<file path="src/rtl/hazard_controller.sv">
// Pipeline sequencing controller for the 5-stage LEGv8 datapath: load-use bubbles,
// taken-branch flushes, memory-busy freeze with timeout halt, and saturating perf counters.
module hazard_controller #(
    parameter int TIMEOUT = 16,
    parameter int CNT_W   = 16
) (
    input  logic             clk_i,
    input  logic             reset_i,
    input  logic [4:0]       id_rn_i,
    input  logic [4:0]       id_rm_i,
    input  logic             id_uses_rn_i,
    input  logic             id_uses_rm_i,
    input  logic [4:0]       ex_rd_i,
    input  logic             ex_regwe_i,
    input  logic             ex_memread_i,
    input  logic             ex_branch_taken_i,
    input  logic             mem_busy_i,
    output logic             pc_we_o,
    output logic             ifid_we_o,
    output logic             ifid_flush_o,
    output logic             idex_we_o,
    output logic             idex_bubble_o,
    output logic             exmem_we_o,
    output logic             memwb_we_o,
    output logic             halted_o,
    output logic             mem_err_o,
    output logic [CNT_W-1:0] stall_cycles_o,
    output logic [CNT_W-1:0] flush_count_o
);

    typedef enum logic [1:0] {
        RUN  = 2'd0,
        WAIT = 2'd1,
        HALT = 2'd2
    } state_t;

    localparam logic [7:0] WAIT_LAST = 8'(TIMEOUT - 1);

    state_t           state_q, state_d;
    logic [7:0]       wait_cnt_q, wait_cnt_d;
    logic             mem_err_q, mem_err_d;
    logic [CNT_W-1:0] stall_q, stall_d;
    logic [CNT_W-1:0] flush_q, flush_d;
    logic             load_use;

    // XZR (X31) is never a real producer, so it can never create a hazard.
    assign load_use = ex_memread_i && ex_regwe_i && (ex_rd_i != 5'd31) &&
                      ((id_uses_rn_i && (id_rn_i == ex_rd_i)) ||
                       (id_uses_rm_i && (id_rm_i == ex_rd_i)));

    always_comb begin
        pc_we_o       = 1'b0;
        ifid_we_o     = 1'b0;
        ifid_flush_o  = 1'b0;
        idex_we_o     = 1'b0;
        idex_bubble_o = 1'b0;
        exmem_we_o    = 1'b0;
        memwb_we_o    = 1'b0;
        halted_o      = 1'b0;
        if (!reset_i) begin
            unique case (state_q)
                RUN, WAIT: begin
                    if (!mem_busy_i) begin
                        pc_we_o    = 1'b1;
                        ifid_we_o  = 1'b1;
                        idex_we_o  = 1'b1;
                        exmem_we_o = 1'b1;
                        memwb_we_o = 1'b1;
                        if (ex_branch_taken_i) begin
                            ifid_flush_o  = 1'b1;
                            idex_bubble_o = 1'b1;
                        end else if (load_use) begin
                            pc_we_o       = 1'b0;
                            ifid_we_o     = 1'b0;
                            idex_bubble_o = 1'b1;
                        end
                    end
                end
                HALT:    halted_o = 1'b1;
                default: halted_o = 1'b0;
            endcase
        end
    end

    assign mem_err_o      = mem_err_q;
    assign stall_cycles_o = stall_q;
    assign flush_count_o  = flush_q;

    always_comb begin
        state_d    = state_q;
        wait_cnt_d = wait_cnt_q;
        mem_err_d  = mem_err_q;
        stall_d    = stall_q;
        flush_d    = flush_q;
        unique case (state_q)
            RUN: begin
                if (mem_busy_i) begin
                    state_d    = WAIT;
                    wait_cnt_d = 8'd1;
                end
            end
            WAIT: begin
                if (!mem_busy_i) begin
                    state_d    = RUN;
                    wait_cnt_d = 8'd0;
                end else if (wait_cnt_q == WAIT_LAST) begin
                    state_d   = HALT;
                    mem_err_d = 1'b1;
                end else begin
                    wait_cnt_d = wait_cnt_q + 8'd1;
                end
            end
            default: state_d = HALT;
        endcase
        // HALT drives pc_we low too, but those cycles are not stalls.
        if ((state_q != HALT) && !pc_we_o && (stall_q != '1)) begin
            stall_d = stall_q + 1'b1;
        end
        if (ifid_flush_o && (flush_q != '1)) begin
            flush_d = flush_q + 1'b1;
        end
    end

    always_ff @(posedge clk_i or posedge reset_i) begin
        if (reset_i) begin
            state_q    <= RUN;
            wait_cnt_q <= 8'd0;
            mem_err_q  <= 1'b0;
            stall_q    <= '0;
            flush_q    <= '0;
        end else begin
            state_q    <= state_d;
            wait_cnt_q <= wait_cnt_d;
            mem_err_q  <= mem_err_d;
            stall_q    <= stall_d;
            flush_q    <= flush_d;
        end
    end

endmodule

</file>
<file path="config.mk">
export PLATFORM = sky130hd
export DESIGN_NAME = hazard_controller
export DESIGN_NICKNAME = d
export VERILOG_FILES = /design/src/rtl/hazard_controller.sv
export SDC_FILE = /design/constraint.sdc
export NUM_CORES = 1
export LEC_CHECK = 0
export BUFFER_PORTS_ARGS = -buffer_cell sky130_fd_sc_hd__buf_2
export CAP_MARGIN = 20
export CORE_UTILIZATION = 50
export CTS_BUF_LIST = sky130_fd_sc_hd__clkbuf_4
export DETAILED_ROUTE_END_ITERATION = 8
export PLACE_DENSITY_LB_ADDON = 0.05
export SLEW_MARGIN = 20
export SYNTH_ARGS = -nofsm -noshare
export SYNTH_HDL_FRONTEND = slang
export SYNTH_SLANG_ARGS = --single-unit
</file>
<file path="constraint.sdc">
create_clock -name clk_i -period 2.45 [get_ports clk_i]
set_clock_uncertainty 0.15 [all_clocks]
set_input_delay 0 -clock clk_i [delete_from_list [all_inputs] [get_ports clk_i]]
set_output_delay 0 -clock clk_i [all_outputs]
set_load 0.01 [all_outputs]
</file>
# == Word-level counts from Yosys, hierarchy flattened ==
# Cells that the tools add are included.
# word_totals
register_bits,43
inputBits,23
wordCells,63
# classes
addsub,3
eq_ne,12
mux,27
reduce_logical,16
# op_table
op,n
$add A16 B1 Y16 const B,2
$ne A16 B16 Y1 const B,2
$mux W8,3
$mux W1,19
$pmux W8 S2,1
$eq A5 B5 Y1,2
$add A8 B1 Y8 const B,1
$eq A8 B4 Y1 const B,1
$logic_and A1 B1 Y1,8
$mux W2,3
$ne A3 B3 Y1 const B,2
$reduce_and A3 Y1,2
$ne A5 B5 Y1 const B,1
$ne A2 B2 Y1 const B,2
$pmux W2 S2,1
$eq A2 B1 Y1 const B,1
$eq A2 B2 Y1 const B,1
$logic_not A2 Y1,1
$reduce_and A2 Y1,1
$reduce_bool A2 Y1,1
$reduce_or A2 Y1,1
$logic_not A1 Y1,1
$logic_or A1 B1 Y1,1

# == Logic depth before layout (Yosys ltp) ==
# depth
depth_word,12
depth_mapped,9
ltp_nobuf,8

# == Worst setup path before layout ==
# Ideal clock, no wire load.
# synth_path
path_type,flip-flop to flip-flop
start,"register stall_q[0], in the netlist stall_cycles_o[0]"
end,"register stall_q[8], in the netlist stall_cycles_o[8]"
setup_time_ps,127
arrival_ps,1987
t_required_ps,2173
slack_ps,186
path_stages_with_launch,9
path_buffers,1
cell_sequence,dfrtp_1 > ha_1 > nand2_1 > or3_1 > nor2_1 > or3_1 > buf_2 > or4_4 > xnor2_2
# synth_via
elab_chain_cells,2
# synth_rtl
element,line,text
start: declaration,42,"logic [CNT_W-1:0] stall_q, stall_d;"
start signal: assignment,135,stall_q <= stall_d;
branches (longest 2 deep; another with $add A16 B1 Y16),-,
# Several ways; the timed one is not identified.
# A chain may end at the register's enable or synchronous reset.

# == Worst setup path after layout ==
# Ends and elaborated chain as after synthesis.

==> results.md <==
* Tightest Pin Transition at 0.4538 ns
* Routed Antenna Nets at 0
* CTS tree: done
* Final setup violation count at 0
* CP Launch Type: flip-flop
* Post-synth net total at 252
* Worst path slowest cell: or4_4
* Crit path time final at 2.264 ns
* Placed cell area at 2639 µm²
* Setup TNS at 0 ns
* Initial antenna violation count at 0
* Status: finished, final reports clean
* Synth top area cells: dfrtp_1, xnor2_1, xor2_1
* FP Rows at 24
* H-tree depth at 2
* Die X at 69.08 µm
* Cell taking the most area after synthesis: dfrtp_1
* Vias at 1837
* RSZ-0062 raised after global routing: no
* Mapped Cells at 226
* Number of warnings issued by yosys at 0
* Die Height at 69.08 µm
* Setup CP Type: flip-flop to flip-flop
* M1 WL at 2055 µm
* Power Density at 748.0 nW/µm²
* Final hold violation count at 0
* DR WL met2 at 2015 µm
* F_max at 441.7 MHz
* Cell Chain, Critical Path: ha_1, nand2_1, or3_1, nor2_1, or3_4, or4_4, xnor2_2
* First-pass GRT wire length at 7596 µm
* Period utilization at 0.9240
* Core area at 4324 µm²
* GRT Total Usage at 0.1947
* Die area at 4771 µm²
* Reg clk slew, reported paths at 0.13 ns
* Final Slew Violations at 0
* Worst slack at placement at 0.1237 ns
* Area delta synth->final at 21.41%
* Buffers added on ports at 63
* Metal3 WL at 218 µm
* Final Cell Area at 2731 µm²
* Clock root cell: clkbuf_4
* CTS sink cnt at 43
* Detail Placement HPWL at 3346 µm
* Static Leak at 1.329 nW
* Peak VDD IR at 0.3407 mV
* Grt total ovfl at 0
* CP max stage delay at 0.44 ns
* Vias per inst at 5.219
* I/O Pins at 64
* Pre-antenna DRT Iters at 4
* Starting Density at 0.5203
* Final WS setup at 0.1862 ns
* Drt drc at 0
* Synth Cell Area at 2250 µm²
* Clock Latency Late Sink at 0.34 ns
* Routed wire length per instance at 12.34 µm
* Worst setup EP type: flip-flop
* Uppermost layer routed: met4
* Share of cells above drive strength 1 at 0.2900
* Worst hold path type: primary input to flip-flop
* Vias in the first global route at 1685
* Max-cap violations at 0
* Final Wtd Congestion at 0.7915
* Data arrival, critical path at 2.36 ns
* Ant diodes at 0
* Worst EP required at 2.55 ns
* Starting DRT DRC Count at 122
* Post-synth top area share at 0.4783
* Pin count of the biggest net entering global routing at 38
* Synthesis-stage register bit count at 43
* Nets at 325
* Setup bufs post-CTS at 0
* Max-slew headroom at 0.6975
* Total Wirelength at 4345 µm
* Clock buffer depth at 2
* Seq/Total Area, Yosys at 0.4783
* Mean Syn Cell Area at 9.954 µm²
* Synth unique cells at 37
* Worst Path Max Fanout at 8
* Total CTS buffers at 5
## routing by layer
layer	GRT usage	vias up
met1	0.2726	865
li1	-	911
met3	0.05263	5
met4	0.04762	0
met2	0.3010	56
met5	0	-
## what timing repair did
action                                  in CTS  in global routing
hold buffers                                 3                  0
endpoints found under the setup margin       0                  4
gates resized for setup                      0                  1
endpoints found under the hold margin       50                  0
## power breakdown
group | internal (mW) | leakage (nW) | switching [mW]
clock | 0.122 | 0.0317 | 0.225
combinational | 0.310 | 0.760 | 0.331
sequential | 0.866 | 0.538 | 0.189
## final cells by class
cell class	count	area (µm²)
fill	390	1593
multi-input combinational	167	1101
sequential	43	1076
timing repair buffer	73	397.9
tap	52	65.06
clock buffer	6	45.04
inverter	9	33.78
clock inverter	2	12.51
## state kept, by name (all words and copies together) (netlist names)
| name | flops |
|---|---|
| flush_count_o | 16 |
| stall_cycles_o | 16 |
| wait_cnt_q | 8 |
| state_q | 2 |
| mem_err_o | 1 |
## metrics by stage
stage / std cells / power, mW / util / hold slack, ns
5_1_grt: 352 / 2.190 / 0.6317 / 0.07550
3_5_place_dp: 341 / 1.717 / 0.6102 / -0.2367
6_report: 352 / 2.043 / 0.6317 / 0.06623
2_1_floorplan: 226 / 1.440 / - / 0.0009041
4_1_cts: 352 / 2.072 / 0.6305 / 0.05587
3_3_place_gp: 341 / 1.699 / 0.6102 / -0.2268
## worst paths after layout
path	slack (ns)	cells past startpoint	end	start
min in group asynchronous	0.50	4	state_q[1]	reset_i
hold reg to reg	0.34	1	flush_count_o[12]	flush_count_o[12]
setup reg to reg	0.19	7	stall_cycles_o[8]	stall_cycles_o[0]
max in group asynchronous	0.96	5	stall_cycles_o[1]	reset_i
setup / recovery	0.19	7	stall_cycles_o[8]	stall_cycles_o[0]
hold / removal	0.07	5	flush_count_o[4]	ex_branch_taken_i
## synth_stat cells (all sizes together)
| master | number |
|---|---|
| buf | 6 |
| nand2 | 27 |
| nor4 | 2 |
| mux2 | 3 |
| o22ai | 1 |
| dfrtp | 43 |
| nor2 | 21 |
| and3 | 6 |
| or4 | 1 |
| a22o | 2 |
| or3 | 4 |
| nor3 | 11 |
| clkbuf | 1 |
| a31oi | 1 |
| nor2b | 1 |
| a21oi | 2 |
| o21bai | 2 |
| nand4 | 7 |
| and2 | 4 |
| or4b | 1 |
| xor2 | 19 |
| a41oi | 2 |
| inv | 9 |
| nand2b | 2 |
| xnor2 | 25 |
| and4 | 1 |
| nand3 | 12 |
| nor4b | 1 |
| ha | 3 |
| mux2i | 1 |
| and3b | 1 |
| a32o | 1 |
| o21ai | 3 |
## logic make-up after synthesis
group | after synthesis | share of synthesized area
xor gates and xnor gates | 44 | 0.1746
DFF | 43 | 0.4783
buffers and inverters | 16 | 0.03448
AOI/OAI and AO/OA | 14 | 0.04950
muxes | 4 | 0.01947
and+or+nand+nor | 102 | 0.2269
adders and majority gates | 3 | 0.01669
## layout by cell type (no fill, tap or decap), types with 2 or more instances in the layout
| master | count |
|---|---|
| a21oi_1 | 2 |
| a22o_1 | 2 |
| and2_1 | 4 |
| and3_1 | 6 |
| buf_2 | 63 |
| buf_4 | 7 |
| clkbuf_4 | 6 |
| dfrtp_1 | 43 |
| dlygate4sd3_1 | 3 |
| ha_1 | 3 |
| inv_1 | 8 |
| mux2_2 | 3 |
| nand2_1 | 27 |
| nand2b_1 | 2 |
| nand3_1 | 12 |
| nand4_1 | 7 |
| nor2_1 | 21 |
| nor3_1 | 10 |
| nor4_1 | 2 |
| o21ai_0 | 3 |
| o21bai_1 | 2 |
| or3_1 | 3 |
| xnor2_1 | 24 |
| xor2_1 | 19 |
## critical path, delay by kind of cell, from the launching register on
family | cells | cell delay [ns]
fa+ha+maj | 1 | 0.23
xor+xnor | 1 | 0.14
flops | 1 | 0.43
simple gates | 5 | 1.22
No activity file was read; power rests on OpenSTA's default activity.
